**config.mk**
```make
export PLATFORM = sky130hd
export DESIGN_NAME = alu_seq
export DESIGN_NICKNAME = d
export VERILOG_FILES = /design/src/rtl/alu_seq.sv
export SDC_FILE = /design/constraint.sdc
export NUM_CORES = 1
export LEC_CHECK = 0
export ABC_AREA = 1
export BUFFER_PORTS_ARGS = -buffer_cell sky130_fd_sc_hd__clkbuf_2
export CORE_UTILIZATION = 40
export CTS_BUF_LIST = sky130_fd_sc_hd__clkbuf_4
export CTS_CLUSTER_SIZE = 28
export DETAILED_ROUTE_END_ITERATION = 8
export GPL_ROUTABILITY_DRIVEN = 1
export PLACE_DENSITY = 0.55
export SLEW_MARGIN = 20
export SYNTH_ARGS = -nofsm -noshare
export SYNTH_HDL_FRONTEND = slang
export SYNTH_SLANG_ARGS = --single-unit
```
**constraint.sdc**
```tcl
create_clock -name clk -period 4.6 [get_ports clk]
set_input_delay 1.38 -clock clk [delete_from_list [all_inputs] [get_ports clk]]
set_output_delay 1.38 -clock clk [all_outputs]
set_load 0.05 [all_outputs]
```
**src/rtl/alu_seq.sv**
```systemverilog
// rtl/alu_seq.sv - accumulator ALU with flags, shadow register and multi-cycle MUL/DIV
//
// Purpose: accumulator/temp/shadow-register ALU for the CPU datapath. Single-cycle
// ops (0-17) complete on the start edge; MUL and DIV iterate WIDTH cycles under a
// start/busy/done handshake. All state updates on posedge clk; rst is asynchronous.
//
// Ports:
//   clk, rst             clock, asynchronous active-high reset
//   op, start            operation select and one-cycle execute request
//   data_in              write data for acc, tmp and flags
//   acc_we, tmp_we       direct register loads
//   flags_we             load flags from data_in[4:0]
//   act_store/restore    copy acc to shadow act / act back to acc
//   busy, done           multi-cycle in progress / completion pulse
//   div_by_zero          sticky DIV-by-zero indicator, cleared on next start
//   flags_out            {AC,S,P,C,Z}
//   acc_out, ext_out     accumulator / MUL high half or DIV remainder
module alu_seq #(
  parameter int WIDTH = 8,
  parameter int OPW   = 5
) (
  input  logic             clk,
  input  logic             rst,
  input  logic [OPW-1:0]   op,
  input  logic             start,
  input  logic [WIDTH-1:0] data_in,
  input  logic             acc_we,
  input  logic             tmp_we,
  input  logic             flags_we,
  input  logic             act_store,
  input  logic             act_restore,
  output logic             busy,
  output logic             done,
  output logic             div_by_zero,
  output logic [4:0]       flags_out,
  output logic [WIDTH-1:0] acc_out,
  output logic [WIDTH-1:0] ext_out
);

  localparam int CW = $clog2(WIDTH);

  localparam logic [OPW-1:0] OP_ADD = OPW'(0);
  localparam logic [OPW-1:0] OP_ADC = OPW'(1);
  localparam logic [OPW-1:0] OP_SUB = OPW'(2);
  localparam logic [OPW-1:0] OP_SBB = OPW'(3);
  localparam logic [OPW-1:0] OP_ANA = OPW'(4);
  localparam logic [OPW-1:0] OP_XRA = OPW'(5);
  localparam logic [OPW-1:0] OP_ORA = OPW'(6);
  localparam logic [OPW-1:0] OP_CMP = OPW'(7);
  localparam logic [OPW-1:0] OP_RLC = OPW'(8);
  localparam logic [OPW-1:0] OP_RRC = OPW'(9);
  localparam logic [OPW-1:0] OP_RAL = OPW'(10);
  localparam logic [OPW-1:0] OP_RAR = OPW'(11);
  localparam logic [OPW-1:0] OP_DAA = OPW'(12);
  localparam logic [OPW-1:0] OP_CMA = OPW'(13);
  localparam logic [OPW-1:0] OP_STC = OPW'(14);
  localparam logic [OPW-1:0] OP_CMC = OPW'(15);
  localparam logic [OPW-1:0] OP_INR = OPW'(16);
  localparam logic [OPW-1:0] OP_DCR = OPW'(17);
  localparam logic [OPW-1:0] OP_MUL = OPW'(18);
  localparam logic [OPW-1:0] OP_DIV = OPW'(19);

  localparam int F_Z  = 0;
  localparam int F_C  = 1;
  localparam int F_AC = 4;

  localparam logic [4:0] M_ALL  = 5'b11111;
  localparam logic [4:0] M_C    = 5'b00010;
  localparam logic [4:0] M_NOTC = 5'b11101;

  logic [WIDTH-1:0] acc_q, tmp_q, act_q, ext_q;
  logic [4:0]       flags_q;
  logic             busy_q, done_q, dbz_q;

  // Iteration state: work_hi/work_lo hold {partial product, multiplier} for MUL
  // and {partial remainder, dividend/quotient} for DIV.
  logic [WIDTH-1:0] work_hi, work_lo, opnd;
  logic             is_div;
  logic [CW-1:0]    cnt;

  assign acc_out     = acc_q;
  assign ext_out     = ext_q;
  assign flags_out   = flags_q;
  assign busy        = busy_q;
  assign done        = done_q;
  assign div_by_zero = dbz_q;

  function automatic logic [4:0] mk_flags(input logic ac, input logic c, input logic [WIDTH-1:0] r);
    mk_flags = {ac, r[WIDTH-1], ~^r[7:0], c, (r == '0)};
  endfunction

  logic             use_c;
  logic [WIDTH:0]   add_r, sub_r;
  logic [4:0]       add_l, sub_l, lo_daa;
  logic             lo_adj, hi_adj;
  logic [8:0]       daa_1;
  logic [9:0]       daa_2;
  logic [WIDTH-1:0] op_res;
  logic [4:0]       op_flags, op_mask, flags_base;
  logic             op_wr_acc, op_multi, op_div0;

  always_comb begin
    use_c  = (op == OP_ADC || op == OP_SBB) ? flags_q[F_C] : 1'b0;
    add_r  = {1'b0, acc_q} + {1'b0, tmp_q} + {{WIDTH{1'b0}}, use_c};
    add_l  = {1'b0, acc_q[3:0]} + {1'b0, tmp_q[3:0]} + {4'b0000, use_c};
    sub_r  = {1'b0, acc_q} - {1'b0, tmp_q} - {{WIDTH{1'b0}}, use_c};
    sub_l  = {1'b0, acc_q[3:0]} - {1'b0, tmp_q[3:0]} - {4'b0000, use_c};

    // BCD adjust: the high-nibble test looks at the low-adjusted value, so a
    // carry out of the first step also forces the +0x60 correction.
    lo_adj = (acc_q[3:0] > 4'd9) || flags_q[F_AC];
    lo_daa = {1'b0, acc_q[3:0]} + (lo_adj ? 5'd6 : 5'd0);
    daa_1  = {1'b0, acc_q[7:0]} + (lo_adj ? 9'd6 : 9'd0);
    hi_adj = (daa_1[8:4] > 5'd9) || flags_q[F_C];
    daa_2  = {1'b0, daa_1} + (hi_adj ? 10'h060 : 10'h000);

    flags_base = flags_we ? data_in[4:0] : flags_q;

    op_res    = acc_q;
    op_flags  = '0;
    op_mask   = '0;
    op_wr_acc = 1'b0;
    op_multi  = 1'b0;
    op_div0   = 1'b0;

    if (start && !busy_q) begin
      case (op)
        OP_ADD, OP_ADC: begin
          op_res = add_r[WIDTH-1:0]; op_wr_acc = 1'b1; op_mask = M_ALL;
          op_flags = mk_flags(add_l[4], add_r[WIDTH], add_r[WIDTH-1:0]);
        end
        OP_SUB, OP_SBB: begin
          op_res = sub_r[WIDTH-1:0]; op_wr_acc = 1'b1; op_mask = M_ALL;
          op_flags = mk_flags(sub_l[4], sub_r[WIDTH], sub_r[WIDTH-1:0]);
        end
        OP_CMP: begin
          op_mask = M_ALL;
          op_flags = mk_flags(sub_l[4], sub_r[WIDTH], sub_r[WIDTH-1:0]);
        end
        OP_ANA: begin
          op_res = acc_q & tmp_q; op_wr_acc = 1'b1; op_mask = M_ALL;
          op_flags = mk_flags(1'b1, 1'b0, acc_q & tmp_q);
        end
        OP_XRA: begin
          op_res = acc_q ^ tmp_q; op_wr_acc = 1'b1; op_mask = M_ALL;
          op_flags = mk_flags(1'b0, 1'b0, acc_q ^ tmp_q);
        end
        OP_ORA: begin
          op_res = acc_q | tmp_q; op_wr_acc = 1'b1; op_mask = M_ALL;
          op_flags = mk_flags(1'b0, 1'b0, acc_q | tmp_q);
        end
        OP_RLC: begin
          op_res = {acc_q[WIDTH-2:0], acc_q[WIDTH-1]}; op_wr_acc = 1'b1;
          op_mask = M_C; op_flags[F_C] = acc_q[WIDTH-1];
        end
        OP_RRC: begin
          op_res = {acc_q[0], acc_q[WIDTH-1:1]}; op_wr_acc = 1'b1;
          op_mask = M_C; op_flags[F_C] = acc_q[0];
        end
        OP_RAL: begin
          op_res = {acc_q[WIDTH-2:0], flags_q[F_C]}; op_wr_acc = 1'b1;
          op_mask = M_C; op_flags[F_C] = acc_q[WIDTH-1];
        end
        OP_RAR: begin
          op_res = {flags_q[F_C], acc_q[WIDTH-1:1]}; op_wr_acc = 1'b1;
          op_mask = M_C; op_flags[F_C] = acc_q[0];
        end
        OP_DAA: begin
          op_res[7:0] = daa_2[7:0]; op_wr_acc = 1'b1; op_mask = M_ALL;
          op_flags = mk_flags(lo_daa[4], flags_q[F_C] | (daa_2[9:8] != 2'b00), op_res);
        end
        OP_CMA: begin
          op_res = ~acc_q; op_wr_acc = 1'b1;
        end
        OP_STC: begin
          op_mask = M_C; op_flags[F_C] = 1'b1;
        end
        OP_CMC: begin
          op_mask = M_C; op_flags[F_C] = ~flags_q[F_C];
        end
        OP_INR: begin
          op_res = acc_q + WIDTH'(1); op_wr_acc = 1'b1; op_mask = M_NOTC;
          op_flags = mk_flags(acc_q[3:0] == 4'hF, 1'b0, acc_q + WIDTH'(1));
        end
        OP_DCR: begin
          op_res = acc_q - WIDTH'(1); op_wr_acc = 1'b1; op_mask = M_NOTC;
          op_flags = mk_flags(acc_q[3:0] == 4'h0, 1'b0, acc_q - WIDTH'(1));
        end
        OP_MUL: op_multi = 1'b1;
        OP_DIV: begin
          if (tmp_q == '0) begin
            op_div0 = 1'b1; op_mask = M_C; op_flags[F_C] = 1'b1;
          end else begin
            op_multi = 1'b1;
          end
        end
        default: ;
      endcase
    end
  end

  logic [WIDTH:0]   mul_sum, div_sh;
  logic [WIDTH+1:0] div_diff;
  logic [WIDTH-1:0] step_hi, step_lo;
  logic [4:0]       fin_flags;

  always_comb begin
    mul_sum  = {1'b0, work_hi} + (work_lo[0] ? {1'b0, opnd} : {(WIDTH+1){1'b0}});
    div_sh   = {work_hi, work_lo[WIDTH-1]};
    div_diff = {1'b0, div_sh} - {2'b00, opnd};
    if (is_div) begin
      // Restoring step: keep the trial difference only when it did not go negative.
      if (!div_diff[WIDTH+1]) begin
        step_hi = div_diff[WIDTH-1:0];
        step_lo = {work_lo[WIDTH-2:0], 1'b1};
      end else begin
        step_hi = div_sh[WIDTH-1:0];
        step_lo = {work_lo[WIDTH-2:0], 1'b0};
      end
      fin_flags = mk_flags(1'b0, 1'b0, step_lo);
    end else begin
      step_hi   = mul_sum[WIDTH:1];
      step_lo   = {mul_sum[0], work_lo[WIDTH-1:1]};
      fin_flags = mk_flags(1'b0, step_hi != '0, step_lo);
      fin_flags[F_Z] = (step_hi == '0) && (step_lo == '0);
    end
  end

  always_ff @(posedge clk or posedge rst) begin
    if (rst) begin
      acc_q   <= '0;
      tmp_q   <= '0;
      act_q   <= '0;
      ext_q   <= '0;
      flags_q <= '0;
      busy_q  <= 1'b0;
      done_q  <= 1'b0;
      dbz_q   <= 1'b0;
      work_hi <= '0;
      work_lo <= '0;
      opnd    <= '0;
      is_div  <= 1'b0;
      cnt     <= '0;
    end else if (busy_q) begin
      work_hi <= step_hi;
      work_lo <= step_lo;
      done_q  <= 1'b0;
      if (cnt == CW'(WIDTH-1)) begin
        busy_q  <= 1'b0;
        done_q  <= 1'b1;
        acc_q   <= step_lo;
        ext_q   <= step_hi;
        flags_q <= fin_flags;
      end else begin
        cnt <= cnt + 1'b1;
      end
    end else begin
      done_q <= start && !op_multi;
      if (start) dbz_q <= op_div0;

      if (op_wr_acc)        acc_q <= op_res;
      else if (acc_we)      acc_q <= data_in;
      else if (act_restore) acc_q <= act_q;

      flags_q <= (op_flags & op_mask) | (flags_base & ~op_mask);

      if (tmp_we)    tmp_q <= data_in;
      if (act_store) act_q <= acc_q;

      // Operands are latched here so direct loads on the start edge cannot disturb them.
      if (op_multi) begin
        busy_q  <= 1'b1;
        cnt     <= '0;
        work_hi <= '0;
        is_div  <= (op == OP_DIV);
        work_lo <= (op == OP_DIV) ? acc_q : tmp_q;
        opnd    <= (op == OP_DIV) ? tmp_q : acc_q;
      end
    end
  end

endmodule

```
==> run metrics <==
vias in the first global route 7681; Top Layer Used met4; Layout area overhead 12.9%; Clock Skews around 0.022 ns; Die W 142 µm; Rel. slew slack about 46%; PortBufs 44; Setup CP Type register to register; Hold Fails Final Rpt 0; share of layout cells above drive strength 1 between 10% and 20%; Hold Path Cell Cnt 1; Finished Cell Area between 8000 and 9000 µm²; Worst EP arrival between 4 and 5 ns; Yosys warning count 0; Post-Syn Nets 1322; worst hold slack 0.486 ns; Worst Hold Class register to register; mapped cell area a little under 8000 µm²; Mean Syn Cell Area 6.55 µm²; CTS tree done; Vias/cell between 5 and 6; status complete, no violations; Tightest Pin Transition 0.811 ns; commonest non-fill, non-tap cell in the layout nand2_1; post-placement cell area 8700 µm²; most frequent cells in the layout nand2_1 (331), inv_1 (137), nand3_1 (105); slowest CP cell dfrtp_2; Initial Util between 40% and 50%; count of cell types in the netlist 48; Final WS setup ~0.26 ns; NumNets Final 1397; core area approximately 19000 µm²; Wirelength per Cell between 15 and 20 µm; Remaining DRCs 0; sequential area share after synthesis 21.7%; clk buf depth 2; met3 WL between 2000 and 2500 µm; fill count approximately 2100; global router's overall resource usage approximately 29%; pin count of the biggest net entering global routing 46; CTS Hold Buffers Added 0; GR Overflow Total 0; DP Wirelength between 20000 and 25000 µm; clk_lat worst skew around 0.44 ns; Final period util a little over nine tenths; DRT Pass-1 Iters 5; Clock Tree Root clkbuf_4; Die ar. a little over 20000 µm²; Rows 50; via count about 8100; worst slack, placed about 0.0063 ns; I/O pins 45; Worst Path Required about 5 ns; initial antenna violation count 0; Sink Count 68; CTS buffer count 9; CP max stage delay 0.40 ns; #FFs+latches synth 68; minimum clock period between 4 and 5 ns; H-tree depth 3; CTS clk-pin slew, worst paths about 0.13 ns; Placer Congestion 0.992; WL met1 between 10000 and 15000 µm; Met2 Routed Length ~12000 µm; Final ANT Viol Nets 0; maxcap violations 0; Worst setup EP type register; Final Max Slew Viols 0; crit-path most repeated cell nand2_1; Setup Viol. Count Final 0; WL final 28700 µm; Initial DRC Count ~610; Worst setup SP type register; Die Height around 140 µm; worst-path fanout max 4; fmax around 230 MHz; Mapped Cells ~1200; first-pass GRT wire length 44100 µm; Worst R2R Path Depth 28
## synth_stat cells (all sizes together)
| library cell | count | area, µm² |
|---|---|---|
| o21bai | 1 | 7.51 |
| o311ai | 1 | 8.76 |
| o32ai | 1 | 16.3 |
| clkinv | 5 | 18.8 |
| a22oi | 9 | 67.6 |
| clkbuf | 16 | 61.3 |
| o21ai | 78 | 390 |
| nand3 | 107 | 541 |
| o2111ai | 3 | 26.3 |
| xnor2 | 17 | 149 |
| a21oi | 66 | 357 |
| ha | 95 | 1190 |
| a21o | 2 | 15.0 |
| a22o | 2 | 17.5 |
| nand3b | 6 | 45.0 |
| a41oi | 1 | 8.76 |
| o211ai | 8 | 60.1 |
| nor3 | 5 | 30.0 |
| buf | 16 | 98.9 |
| nor2 | 110 | 445 |
| and3 | 3 | 18.8 |
| a31oi | 2 | 12.5 |
| mux2i | 3 | 30.0 |
| xor2 | 21 | 184 |
| a21boi | 2 | 15.0 |
| fa | 8 | 160 |
| and2 | 1 | 6.26 |
| o21a | 1 | 7.51 |
| or2 | 11 | 68.8 |
| nand4 | 19 | 119 |
| nand2 | 344 | 1320 |
| o22ai | 11 | 68.8 |
| inv | 155 | 582 |
| dfrtp | 68 | 1700 |
## final cells by class
class | count | area (µm²) | area share (%)
Clock buffer | 10 | 75.1 | 0.847
Multi-Input combinational cell | 938 | 5490 | 61.9
Tap cell | 260 | 325 | 3.67
Timing Repair Buffer | 96 | 611 | 6.89
Inverter | 160 | 604 | 6.82
Sequential cell | 68 | 1700 | 19.2
Clock inverter | 6 | 55.1 | 0.621
Antenna cell | 1 | 2.50 | 0.0282
## worst max-delay path: cells and delay by family (launching register included)
kind                     cells  cell delay, ns
adder cells (fa/ha/maj)      6            1.61
AO/OA/AOI/OAI                3            0.41
flip-flops                   1            0.40
AND/OR/NAND/NOR             15            1.45
buffers and inverters        3            0.25
XOR/XNOR                     1            0.13
## flip-flops by register name, indices dropped and copies added (netlist names), named ones only
signal	flops
acc_out	8
act_q	8
busy	1
cnt	3
div_by_zero	1
done	1
ext_out	8
flags_out	1
is_div	1
opnd	8
tmp_q	8
work_hi	8
work_lo	8
## per-layer routing
metal,GRT usage (%),vias to the layer above
met5,0,-
met4,8.77,0
met3,6.02,48
met2,45.0,268
met1,41.4,3770
li1,-,4058
## per-stage QoR
stage	util [%]	setup TNS, ns	std cells
4_1_cts	46.6	0	1535
6_report	46.8	0	1539
3_5_place_dp	45.9	0	1519
2_1_floorplan	-	-0.0443	1198
5_1_grt	46.7	-0.0138	1538
3_3_place_gp	45.9	0	1519
## timing repair
| item | CTS | global route |
|---|---|---|
| setup endpoints to repair | 0 | 2 |
| resized for setup | 0 | 3 |
| setup buffers | 0 | 3 |
## final timing paths
| path | from | slack, ns | endpoint |
|---|---|---|---|
| min | cnt[0] | 0.49 | cnt[0] |
| max reg2reg | acc_out[1] | 0.26 | register |
| max in group asynchronous | rst | 2.63 | work_hi[6] |
| min in group asynchronous | rst | 0.95 | act_q[2] |
| max | acc_out[1] | 0.26 | register |
| min reg2reg | cnt[0] | 0.49 | cnt[0] |
## kinds of logic (layout without fill, tap and decap cells)
family | after synthesis | after routing | share of synthesized area (%)
AO/OA/AOI/OAI | 188 | 188 | 13.7
XOR/XNOR | 38 | 38 | 4.24
adder cells (fa/ha/maj) | 103 | 103 | 17.2
buffers and inverters | 192 | 272 | 9.69
flip-flops | 68 | 68 | 21.7
multiplexers | 3 | 3 | 0.383
other | 0 | 1 | 0
AND/OR/NAND/NOR | 606 | 606 | 33.1
Power is left out: the tool's default activity adds up to more than one toggle a clock period on the data nets, which glitch-free logic cannot reach.
